===== src/rtl/screen_flusher.sv =====
// Raster scan engine: walks every play-field pixel once per frame,
// muxes glyph/background colour and registers one VGA plot per pixel.
module screen_flusher #(
  parameter int WIDTH   = 160,
  parameter int HEIGHT  = 120,
  parameter bit PLOT_BG = 1'b1
) (
  input  logic       i_clk,
  input  logic       i_rst,
  input  logic       i_start,
  input  logic       i_stall,
  input  logic [5:0] i_sprite_colour,
  input  logic       i_sprite_enable,
  input  logic [5:0] i_bg_colour,
  output logic [7:0] o_flush_x,
  output logic [7:0] o_flush_y,
  output logic [7:0] o_vga_x,
  output logic [7:0] o_vga_y,
  output logic [5:0] o_vga_colour,
  output logic       o_vga_plot,
  output logic       o_busy,
  output logic       o_done
);

  typedef enum logic [1:0] {
    S_IDLE,
    S_SCAN,
    S_FINISH
  } state_t;

  localparam logic [7:0] X_LAST = 8'(WIDTH - 1);
  localparam logic [7:0] Y_LAST = 8'(HEIGHT - 1);

  state_t     r_state;
  logic [7:0] r_fx;
  logic [7:0] r_fy;
  logic [7:0] r_vx;
  logic [7:0] r_vy;
  logic [5:0] r_col;
  logic       r_plot;
  logic       r_done;

  logic       w_x_last;
  logic       w_y_last;
  logic [5:0] w_colour;
  logic       w_plot;

  assign w_x_last = (r_fx == X_LAST);
  assign w_y_last = (r_fy == Y_LAST);
  assign w_colour = i_sprite_enable ? i_sprite_colour : i_bg_colour;
  // Sparse mode writes only glyph pixels, leaving the frame buffer intact
  assign w_plot   = PLOT_BG | i_sprite_enable;

  always_ff @(posedge i_clk) begin
    if (i_rst) begin
      r_state <= S_IDLE;
      r_fx    <= 8'd0;
      r_fy    <= 8'd0;
      r_vx    <= 8'd0;
      r_vy    <= 8'd0;
      r_col   <= 6'd0;
      r_plot  <= 1'b0;
      r_done  <= 1'b0;
    end else begin
      r_done <= 1'b0;
      unique case (r_state)
        S_IDLE: begin
          r_fx   <= 8'd0;
          r_fy   <= 8'd0;
          r_plot <= 1'b0;
          if (i_start) r_state <= S_SCAN;
        end
        S_SCAN: begin
          if (i_stall) begin
            r_plot <= 1'b0;
          end else begin
            r_vx   <= r_fx;
            r_vy   <= r_fy;
            r_col  <= w_colour;
            r_plot <= w_plot;
            if (w_x_last) begin
              r_fx <= 8'd0;
              if (w_y_last) begin
                r_fy    <= 8'd0;
                r_state <= S_FINISH;
              end else begin
                r_fy <= r_fy + 8'd1;
              end
            end else begin
              r_fx <= r_fx + 8'd1;
            end
          end
        end
        S_FINISH: begin
          r_plot  <= 1'b0;
          r_done  <= 1'b1;
          r_state <= S_IDLE;
        end
        default: r_state <= S_IDLE;
      endcase
    end
  end

  assign o_flush_x    = r_fx;
  assign o_flush_y    = r_fy;
  assign o_vga_x      = r_vx;
  assign o_vga_y      = r_vy;
  assign o_vga_colour = r_col;
  assign o_vga_plot   = r_plot;
  assign o_done       = r_done;
  assign o_busy       = (r_state != S_IDLE);

endmodule


===== config.mk =====
export PLATFORM = sky130hd
export DESIGN_NAME = screen_flusher
export DESIGN_NICKNAME = d
export VERILOG_FILES = /design/src/rtl/screen_flusher.sv
export SDC_FILE = /design/constraint.sdc
export NUM_CORES = 1
export LEC_CHECK = 0
export CAP_MARGIN = 20
export CORE_MARGIN = 2
export CORE_UTILIZATION = 42
export CTS_BUF_LIST = sky130_fd_sc_hd__clkbuf_16
export DETAILED_ROUTE_END_ITERATION = 12
export PLACE_DENSITY = 0.79
export SLEW_MARGIN = 0
export SYNTH_ARGS = -nofsm -noshare
export SYNTH_HDL_FRONTEND = slang
export SYNTH_SLANG_ARGS = --single-unit
export TNS_END_PERCENT = 50

===== constraint.sdc =====
create_clock -name i_clk -period 1.6 [get_ports i_clk]
set_input_delay 0.32 -clock i_clk [delete_from_list [all_inputs] [get_ports i_clk]]
set_output_delay 0.32 -clock i_clk [all_outputs]
set_load 0.005 [all_outputs]

==> flow_summary.ini <==
[routing]
dr.first_iter.drc_count = 143
drc = 0
vias_per_cell = 5.449
postRouteAntennaNets = 0
num_vias = 1918
avgRoutedWirePerCell_um = 15.16
routed_wl_um = 5337
first_pass_iters = 4

[clock_tree]
ctsLongestPathBuffers = 2
cts_hold_buf = 0
clockRootBuffer = clkbuf_16
htreeDepth = 2
cts_tree = yes
cts.sinks = 42
numCtsBuffers = 5
postCtsSetupRepairBufs = 0
clk_transition_reported_paths_ns = 0.06
clk_latency_ns = 0.28

[worst_setup_path]
path_max_fanout = 7
cp_data_arrival_time_ns = 1.77
r2r_slack_ns = -0.005
crit_required_ns = 1.76
crit_path_start_kind = flip-flop
end_kind = flip-flop
crit_type = flip-flop to flip-flop

[outcome]
status = finished, violations left
violations = setup timing

[place]
gp_congestion = 0.8750
port_buffers = 57
hpwl_um = 3844
placed_area_mm2 = 0.002724

[job]
maxCapViolCount = 0

[synthesis]
yosys.area.top_type = dfxtp_1
netlist_top_cells_area = dfxtp_1, nand2_1, a21oi_1, mux2i_1, a211oi_1
synth_edf_count = 0
async_flop_share_pct = 0
ys_ff_latch = 42
avgSynthCellArea_um2 = 8.827
ys_top_cells_by_count = dfxtp_1, nand2_1, a21oi_1
synth_top_cell_area_share_pct = 43.50
seq_area_frac_synth_pct = 43.50
syn-num-nets = 238
synth_cells = 219
synth_cell_types = 46
synth_flop_cell = dfxtp_1
synth_area_mm2 = 0.001933
yosysWarnings = 0

[power]
p_sw_share_pct = 22.80
pwr-share-clk_pct = 44.6
total_power_w = 0.002535
seqPwrFrac_pct = 42.5
p_int_w = 0.001957
peakVddDrop_uv = 506.4
combPwrFrac_pct = 12.9
switching_power_w = 0.0005780
p_per_area_mw_per_mm2 = 863.7
p_leak_nw = 1.089

[floorplanning]
io_pins = 58
start_util_pct = 44.09
die_h_um = 71.84
fp-row-count = 24
placeableCoreArea_mm2 = 0.004384
die_w_um = 71.84
die_area_mm2 = 0.005161

[final_layout]
multi_input_area_mm2 = 0.001018
final-seq-area_um2 = 850.8
utilization_pct = 66.95
final_design_area_no_fill_mm2 = 0.002935
diodes = 0
drive_gt1_share_pct = 20.67
areaGrowthSynthToFinish_pct = 51.84
nets = 318
n_fill_cell = 353

[sta]
min_period_ns = 1.605
setup_viol = 1
fin_ws_ns = -0.004699
min_period_over_period_pct = 100.3
report.final.slew_viol_count = 0
finClkSkew_ns = 0.003906
timing.hold.ws_ns = 0.4510
tightest_slew_ns = 0.3617
rsz0062_at_grt = true
fin_setup_tns_ns = -0.004699
slew_headroom_pct = 75.66
finalHoldViolations = 0
fmax_ghz = 0.6232

[global_routing]
grtUsageTotal_pct = 21.80
grt_antenna_before_repair = 0
gr-total-overflow = 0
grt_pass1_vias = 1847
grt_max_degree = 30
grt_pass1_wl_um = 8825

[min_path]
hold_class = flip-flop to flip-flop
metrics by stage:
step,instances,setup slack (ns)
2_1_floorplan,219,0.04125
3_3_place_gp,344,-0.1568
3_5_place_dp,344,-0.1924
4_1_cts,352,0.002920
5_1_grt,352,-0.02381
6_report,352,-0.004699
layout by cell type (no fill, tap or decap), types with 3 or more instances in the layout:
cell type and n:
dfxtp_1 36, a21oi_1 25, o21ai_0 3, nor2_1 10, mux2i_1 7, nor3b_1 3, xnor2_1 4, inv_1 5
buf_4 27, a211oi_1 9, nand3_1 3, nand4_1 4, clkdlybuf4s50_1 54, nor3_1 7, clkbuf_16 5, nand2_1 42
dfxtp_2 5, o32ai_1 3, or3_1 4
power by group through the flow:
| stage | logic (W) | clock network [W] | registers [W] |
|---|---|---|---|
| finish | 0.000327 | 0.00113 | 0.00108 |
| global route | 0.000353 | 0.00119 | 0.00108 |
| CTS | 0.000319 | 0.00115 | 0.00108 |
| floorplan | 0.000177 | 0 | 0.00110 |
| detailed placement | 0.000318 | 0 | 0.00110 |
| global placement | 0.000312 | 0 | 0.00110 |
area by class of cell:
type | count | share of cell area [%]
multi-input combinational | 159 | 34.70
sequential | 42 | 28.99
timing repair buffer | 87 | 27.92
clock buffer | 5 | 4.263
tap | 52 | 2.217
clock inverter | 3 | 1.407
inverter | 4 | 0.5115
what timing repair did:
item / 4_1_cts / 5_1_grt
endpoints found under the setup margin: 2 / 18
pin swaps: 0 / 1
resized for setup: 4 / 15
metal layers:
| metal | vias up | routed length, um | GRT usage [%] | share of wire, % |
|---|---|---|---|---|
| met5 | - | 0 | 0 | 0 |
| met4 | 0 | 99 | 8.176 | 1.9 |
| met3 | 10 | 362 | 4.923 | 6.8 |
| met2 | 78 | 2669 | 36.42 | 50 |
| met1 | 889 | 2206 | 27.42 | 41 |
| li1 | 941 | - | - | - |
registers in the layout, summed over array words and instances (netlist names):
register and cells:
o_done 1, o_flush_x 8, o_flush_y 8, o_vga_colour 6, o_vga_plot 1, o_vga_x 8, o_vga_y 8, r_state 2
final timing paths:
kind / from / cells after the start / to
setup / recovery: o_flush_x[5] / 4 / o_flush_y[2]
hold / removal: o_vga_x[2] / 2 / o_vga_x[2]
setup reg to reg: o_flush_x[5] / 4 / o_flush_y[2]
hold reg to reg: o_vga_x[2] / 2 / o_vga_x[2]
kinds of logic after synthesis:
family                   count (synthesis)  share of synthesized area (%)
AO/OA/AOI/OAI                           53                          19.09
XOR/XNOR                                 5                          2.265
adder cells (fa/ha/maj)                  2                          1.294
buffers and inverters                   18                          5.048
flip-flops                              42                          43.50
multiplexers                             7                          3.625
AND/OR/NAND/NOR                         92                          25.18
critical path: stages (launching register included):
cell     delay (ns)
dfxtp_1        0.32
or3b_4         0.45
and2_1         0.28
o31ai_1        0.32
a21oi_1        0.10
(Power assumes the default switching activity.)
